==> src/rtl/adder_operand_loader.sv <==
`default_nettype none
// ============================================================================
//  Module      : adder_operand_loader
//  Description : Operand-entry stage for the 3-bit ripple adder. Captures
//                operand A and then operand B from the slide switches on
//                successive LOAD presses, then offers the pair to the adder
//                with a valid/ready handshake. The operands stay on the
//                outputs after acceptance so the SUM can be shown on the LEDs.
//  Options     : DEBOUNCE_EN - when defined, each button must hold a new level
//                for DEBOUNCE_CYCLES cycles before it is believed. When it is
//                undefined, the synchronized level is used directly.
//  Revision    : 1.0 - initial release
// ============================================================================
module adder_operand_loader #(
  parameter int WIDTH           = 3,
  parameter int DEBOUNCE_CYCLES = 1000000,
  parameter int CNT_W           = 20
) (
  input  logic             clk,
  input  logic             rst_n,
  input  logic [WIDTH-1:0] sw_in,
  input  logic             btn_load,
  input  logic             btn_clear,
  input  logic             op_ready,
  output logic [WIDTH-1:0] op_a,
  output logic [WIDTH-1:0] op_b,
  output logic             op_valid,
  output logic [1:0]       state_led
);

  typedef enum logic [1:0] {
    ST_GET_A = 2'b00,
    ST_GET_B = 2'b01,
    ST_VALID = 2'b10,
    ST_SHOW  = 2'b11
  } state_t;

  // Button vector index: bit 0 is LOAD and bit 1 is CLEAR.
  logic [WIDTH-1:0] r_sw_s1;
  logic [WIDTH-1:0] r_sw_s2;
  logic [1:0]       r_btn_s1;
  logic [1:0]       r_btn_s2;
  logic [1:0]       w_level;
  logic [1:0]       r_level_q;
  logic [1:0]       r_press;
  logic             w_press_load;
  logic             w_press_clear;

  state_t           r_state;
  state_t           w_state_nxt;
  logic [WIDTH-1:0] r_op_a;
  logic [WIDTH-1:0] r_op_b;
  logic             r_op_valid;
  logic [WIDTH-1:0] w_op_a_nxt;
  logic [WIDTH-1:0] w_op_b_nxt;
  logic             w_op_valid_nxt;

  // Two-flop synchronizers for the switches and both buttons.
  always_ff @(posedge clk) begin
    if (!rst_n) begin
      r_sw_s1  <= '0;
      r_sw_s2  <= '0;
      r_btn_s1 <= '0;
      r_btn_s2 <= '0;
    end else begin
      r_sw_s1  <= sw_in;
      r_sw_s2  <= r_sw_s1;
      r_btn_s1 <= {btn_clear, btn_load};
      r_btn_s2 <= r_btn_s1;
    end
  end

`ifdef DEBOUNCE_EN
  localparam logic [CNT_W-1:0] c_cnt_max = CNT_W'(DEBOUNCE_CYCLES - 1);

  generate
    for (genvar gi = 0; gi < 2; gi++) begin : g_debounce
      logic [CNT_W-1:0] r_cnt;
      logic             r_stable;

      // Count cycles that the synced level disagrees with the stable level.
      // The count resets as soon as they agree again, so a bounce restarts
      // the wait. The count stops at c_cnt_max, where the new level is taken.
      always_ff @(posedge clk) begin
        if (!rst_n) begin
          r_cnt    <= '0;
          r_stable <= 1'b0;
        end else if (r_btn_s2[gi] == r_stable) begin
          r_cnt    <= '0;
        end else if (r_cnt == c_cnt_max) begin
          r_cnt    <= '0;
          r_stable <= r_btn_s2[gi];
        end else begin
          r_cnt    <= r_cnt + 1'b1;
        end
      end

      assign w_level[gi] = r_stable;
    end
  endgenerate
`else
  assign w_level = r_btn_s2;
`endif

  // Rising edge of the stable level becomes a one-cycle press pulse.
  always_ff @(posedge clk) begin
    if (!rst_n) begin
      r_level_q <= '0;
      r_press   <= '0;
    end else begin
      r_level_q <= w_level;
      r_press   <= w_level & ~r_level_q;
    end
  end

  assign w_press_load  = r_press[0];
  assign w_press_clear = r_press[1];

  // Next state and next operand values. CLEAR overrides everything.
  always_comb begin
    w_state_nxt = r_state;
    w_op_a_nxt  = r_op_a;
    w_op_b_nxt  = r_op_b;
    if (w_press_clear) begin
      w_state_nxt = ST_GET_A;
      w_op_a_nxt  = '0;
      w_op_b_nxt  = '0;
    end else begin
      case (r_state)
        ST_GET_A, ST_SHOW: begin
          if (w_press_load) begin
            w_op_a_nxt  = r_sw_s2;
            w_op_b_nxt  = '0;
            w_state_nxt = ST_GET_B;
          end
        end
        ST_GET_B: begin
          if (w_press_load) begin
            w_op_b_nxt  = r_sw_s2;
            w_state_nxt = ST_VALID;
          end
        end
        ST_VALID: begin
          // LOAD is ignored here. The pair only leaves on a transfer.
          if (r_op_valid && op_ready) begin
            w_state_nxt = ST_SHOW;
          end
        end
        default: begin
          w_state_nxt = ST_GET_A;
        end
      endcase
    end
    // op_valid is registered, so it follows the state being entered.
    w_op_valid_nxt = (w_state_nxt == ST_VALID);
  end

  // State and operand registers.
  always_ff @(posedge clk) begin
    if (!rst_n) begin
      r_state    <= ST_GET_A;
      r_op_a     <= '0;
      r_op_b     <= '0;
      r_op_valid <= 1'b0;
    end else begin
      r_state    <= w_state_nxt;
      r_op_a     <= w_op_a_nxt;
      r_op_b     <= w_op_b_nxt;
      r_op_valid <= w_op_valid_nxt;
    end
  end

  assign op_a      = r_op_a;
  assign op_b      = r_op_b;
  assign op_valid  = r_op_valid;
  assign state_led = r_state;

endmodule
`default_nettype wire
==> config.mk <==
export PLATFORM = sky130hd
export DESIGN_NAME = adder_operand_loader
export DESIGN_NICKNAME = d
export VERILOG_FILES = /design/src/rtl/adder_operand_loader.sv
export SDC_FILE = /design/constraint.sdc
export NUM_CORES = 1
export LEC_CHECK = 0
export ABC_AREA = 0
export CAP_MARGIN = 10
export CORE_MARGIN = 8
export CORE_UTILIZATION = 42
export DETAILED_ROUTE_END_ITERATION = 8
export PLACE_DENSITY = 0.68
export SLEW_MARGIN = 20
export SYNTH_ARGS = -nofsm -noshare
export SYNTH_HDL_FRONTEND = slang
export SYNTH_SLANG_ARGS = --single-unit
==> constraint.sdc <==
create_clock -name clk -period 1.35 [get_ports clk]
set_input_delay 0.2025 -clock clk [delete_from_list [all_inputs] [get_ports clk]]
set_output_delay 0.2025 -clock clk [all_outputs]
set_load 0.05 [all_outputs]
Word level (Yosys, flattened, before mapping)

Index checks and enable logic that the tools add are counted.

Register bits: 23
Input port bits: 8
Output and inout port bits: 9
Logic and storage cells: 34

Equality and inequality tests: 6
Mux-type cells: 8
Bitwise logic cells: 3
Reductions and logical operators: 7

Operators with widths:

| cell                                           | count |
|---|---|
| two-way mux 2 bit                              | 4 |
| == test 2 bit (second input constant)          | 3 |
| two-way mux 3 bit                              | 2 |
| one-hot mux 2 bit (3 select lines)             | 1 |
| one-hot mux 3 bit (2 select lines)             | 1 |
| != test 2 bit (second input constant)          | 2 |
| OR reduction 2 bit                             | 2 |
| AND reduction 3 bit                            | 1 |
| bitwise AND 2 bit                              | 1 |
| == test 2 x 1 -> 1 bit (second input constant) | 1 |
| logical NOT 2 bit                              | 1 |
| NOT 2 bit                                      | 1 |
| AND reduction 2 bit                            | 1 |
| nonzero test 2 bit                             | 1 |
| logical AND 1 bit                              | 1 |
| NOT 1 bit                                      | 1 |

Depth between registers and ports, before layout

Depth after elaboration: 5
Mapped depth: 6
Gate-level depth less buffers: 5

Least setup slack after synthesis

OpenSTA, ideal clock, no wires.

Kind: reg-to-reg
From: reg r_state[0], in the netlist state_led[0]
To: reg r_op_valid, in the netlist op_valid
Setup time: 70 ps
Arrival: 1,675 ps
Required time: 1,280 ps
Path slack: -395 ps
Stages on the path, launching flop included: 7
Path buffers: 1
Period minus slack after synthesis: 1,745 ps
Cells stage by stage: dfxtp_1 -> inv_1 -> ha_1 -> buf_4 -> o22ai_1 -> a221oi_2 -> a21boi_1

Cells in the longest elaborated chain, start to end: 5
Elaborated cells between the ends (all ways): 11
Those cells by class: 4 x eq/ne; 5 x mux; 2 x reduce/logical

Ends and longest elaborated chain:

| what                                               | line | RTL |
|---|---|---|
| start: declaration                                 | 49   | `state_t r_state;` |
| start signal: assignment                           | 166  | `r_state <= w_state_nxt;` |
| == test 2 bit or logical NOT 2 bit (tied branches) | 129  | `case (r_state)` |
| OR reduction 2 bit                                 | 129  |  |
| one-hot mux 2 bit (3 select lines) (*)             | 129  |  |
| two-way mux 2 bit (*)                              | 124  | `if (w_press_clear) begin` |
| == test 2 bit (*)                                  | 155  | `w_op_valid_nxt = (w_state_nxt == ST_VALID);` |
| end signal: assignment                             | 169  | `r_op_valid <= w_op_valid_nxt;` |
| end: declaration                                   | 53   | `logic r_op_valid;` |

Mark *: on every way between the ends. The rest lies on a longest branch, timed or not.
A chain may end at the register's enable or synchronous reset.

Final worst setup path

From: reg r_state[0], in the netlist state_led[0]
To: reg r_op_b[2], in the netlist op_b[2]

Cells in the longest elaborated chain, start to end: 4
Elaborated cells between the ends (all ways): 9
Those cells by class: 4 x eq/ne; 1 x mux; 4 x reduce/logical

Ends and longest elaborated chain:

| what                                                          | line | RTL |
|---|---|---|
| == test 2 bit or logical NOT 2 bit (tied branches)            | 129  |  |
| OR reduction 2 bit                                            | 129  |  |
| != test 2 bit (no line) or nonzero test 2 bit (tied branches) | --   |  |
| AND reduction 3 bit (no line)                                 | --   |  |
| end signal: assignment                                        | 168  | `r_op_b <= w_op_b_nxt;` |
| end: declaration                                              | 52   | `logic [WIDTH-1:0] r_op_b;` |

Several ways; a longest one is shown, not always the timed one.

==> results.tsv <==
stage	metric	value	unit
cells_and_area	areaGrowthSynthToFinish	47.2	%
grt	overflow	0	
pwr	power_density	1050	nW/µm²
cells_and_area	fin_util	65.3	%
synthesis	netlist_instances	74	
critical_path	critPathKind	flip-flop to flip-flop	
grt	antenna_found_initial	0	
cts	cts_buffer_depth	2	
timing	fin_crit	1290	ps
route	drt_iter0_markers	2	
synthesis	ys.flop_type	dfxtp_1	
synthesis	synth.top_cell.area_share	60.1	%
cts	worstSkewPairLatency	300	ps
synthesis	synthTopCellsByCount	dfxtp_1, and2_1, a21oi_1, nand2_1, nor2_1	
timing	hold_viol_final	0	
floorplan	core_area	1730	µm²
timing	grt_setup_unrepaired	yes	
grt	track_usage	8.55	%
grt	grt_pass1_vias	536	
placed_design	routabilityCongestion	0.770	
critical_path	required	1550	ps
cts	cts_sinks	23	
synthesis	syn_area_per_cell	10.3	µm²
grt	grt_pass1_wl	2250	µm
route	wl	1280	µm
route	post_drt_wl_per_cell	10.6	µm
timing	slew_headroom	73.8	%
synthesis	yosys.area.top_type	dfxtp_1	
synthesis	seq_area_frac_synth	60.1	%
floorplan	floorplan.initialDensity	44.3	%
cts	numCtsBuffers	3	
route	drc_errors	0	
grt	grt_max_degree	13	
floorplan	die_area	3450	µm²
synthesis	syn-cell-area	766	µm²
cells_and_area	fillerInstances	150	
floorplan	die_h	58.7	µm
cts	clkSlewWorstSetupHoldPaths	110	ps
timing	finClkSkew	1.73	ps
synthesis	synth_cell_type_count	21	
pwr	ir_drop	0.599	mV
run	cap_viol_max_count	0	
timing	setup-violations-final	0	
synthesis	synth_area_leaders	dfxtp_1, and2_1, a32oi_1, a21oi_1, ha_1	
route	routed_via_density	4.48	
cells_and_area	nNetsFinal	107	
route	ant_nets	0	
timing	fmax	775	MHz
synthesis	yosysMostFrequentCell	dfxtp_1	
cells_and_area	drive_above_1_share	27.1	%
critical_path	cp.arrival	1490	ps
synthesis	syn_nets	84	
route	vias	542	
cts	cts_tree	yes	
timing	slew_violations	0	
synthesis	synthArstFlopShare	0	%
critical_path	r2r_slack	60	ps
timing	tightest_slew	392	ps
placed_design	port_buffers	16	
floorplan	rows	15	
synthesis	synth_seq_cells	23	
cells_and_area	regArea	465	µm²
route	firstDrtPassIters	4	
synthesis	yosysWarnings	0	
critical_path	worstSetupEndpointType	flip-flop	
synthesis	synth_edf_count	0	
pwr	power.total	0.00118	W
critical_path	critPathLaunchType	flip-flop	
floorplan	io_pins	17	
pwr	power_leakage	0.430	nW
critical_path	critPathMaxFanout	7	
cts	cts_max_level	1	
worst_hold_path	hp-class	flip-flop to flip-flop	
outcome	outcome	finished, final reports clean	
cells_and_area	multi_input_area	299	µm²
cts	clockRootBuffer	clkbuf_4	
floorplan	fp.dieW	58.7	µm
placed_design	pre_cts_ws	31.6	ps
timing	post-route-period-util	95.6	%
cells_and_area	antenna_cells	0	
timing	fin_ws	59.3	ps
[critical path, cell delays in order, from the launching register on]
cell and delay [ps]:
dfxtp_4 400, inv_4 40, ha_4 290, buf_4 120, o21ai_1 80, a32oi_1 200, nor2_1 60
[stage by stage]
stage               std cells  hold slack [ps]  instance area, µm²  TNS (ps)
finish                    121              396                1130         0
global route              121              407                1130     -48.2
CTS                       118              394                1100         0
detailed placement        114              376                1070         0
global placement          114              372                1070         0
floorplan                  74              330                 793     -68.9
[cells by family (layout without fill, tap and decap cells)]
logic type                 after synthesis  after routing  synth area share (%)
AOI/OAI and AO/OA                       13             13                  12.3
DFF                                     23             23                  60.1
buffers and inverters                    7             29                  4.08
and+or+nand+nor                         29             29                  20.3
adders and majority gates                2              2                  3.27
[power by group]
part	switching, W	internal (W)	leakage [nW]
clock network	0.000182	0.000115	0.0150
registers	0.0000169	0.000702	0.189
logic	0.0000748	0.0000911	0.225
total	0.000274	0.000908	0.430
[final timing paths]
| check | startpoint | depth (start not counted) | endpoint |
|---|---|---|---|
| hold / removal | r_level_q[0] | 1 | r_press[0] |
| setup / recovery | state_led[0] | 6 | op_b[2] |
| hold reg to reg | r_level_q[0] | 1 | r_press[0] |
| setup reg to reg | state_led[0] | 6 | op_b[2] |
[timing repair]
item	in CTS	in global routing
hold buffers	0	0
setup buffers	0	3
setup endpoints to repair	0	1
gates resized for setup	0	3
[metal layers]
metal	wire length, µm	vias to the layer above	GRT usage (%)	share of wire [%]
li1	-	291	-	-
met1	592	236	9.62	46
met2	589	13	12.3	46
met3	70	2	2.83	5.5
met4	26	0	8.19	2.0
met5	0	-	0	0
[cell type report]
class	count	share of cell area, %
flip-flops and latches	23	41.3
multi-input cells	44	26.5
repair buffers	21	25.5
well taps	25	2.77
clock buffers	4	2.33
inverters	4	1.55
[placed cells by master, fill, tap and decap left out, types with 2 or more instances in the layout]
| cell | netlist | final |
|---|---|---|
| inv_1 | 3 | 2 |
| nand3_1 | 3 | 3 |
| nor2_1 | 4 | 4 |
| nand2_1 | 5 | 5 |
| buf_4 | 1 | 5 |
| clkbuf_4 | 0 | 3 |
| a21oi_1 | 5 | 5 |
| nor2b_1 | 2 | 2 |
| and2_1 | 12 | 12 |
| clkdlybuf4s50_1 | 0 | 7 |
| nand2b_1 | 2 | 2 |
| buf_12 | 0 | 9 |
| a32oi_1 | 3 | 3 |
| dfxtp_1 | 23 | 21 |
[flip-flops by register name (all words and copies together), names as in the netlist]
signal and flops:
op_a 3, op_b 3, r_sw_s1 3, r_sw_s2 3, r_btn_s1 2, r_btn_s2 2, r_level_q 2, r_press 2
state_led 2, op_valid 1
Note: power is estimated with default switching activity, not from simulation.
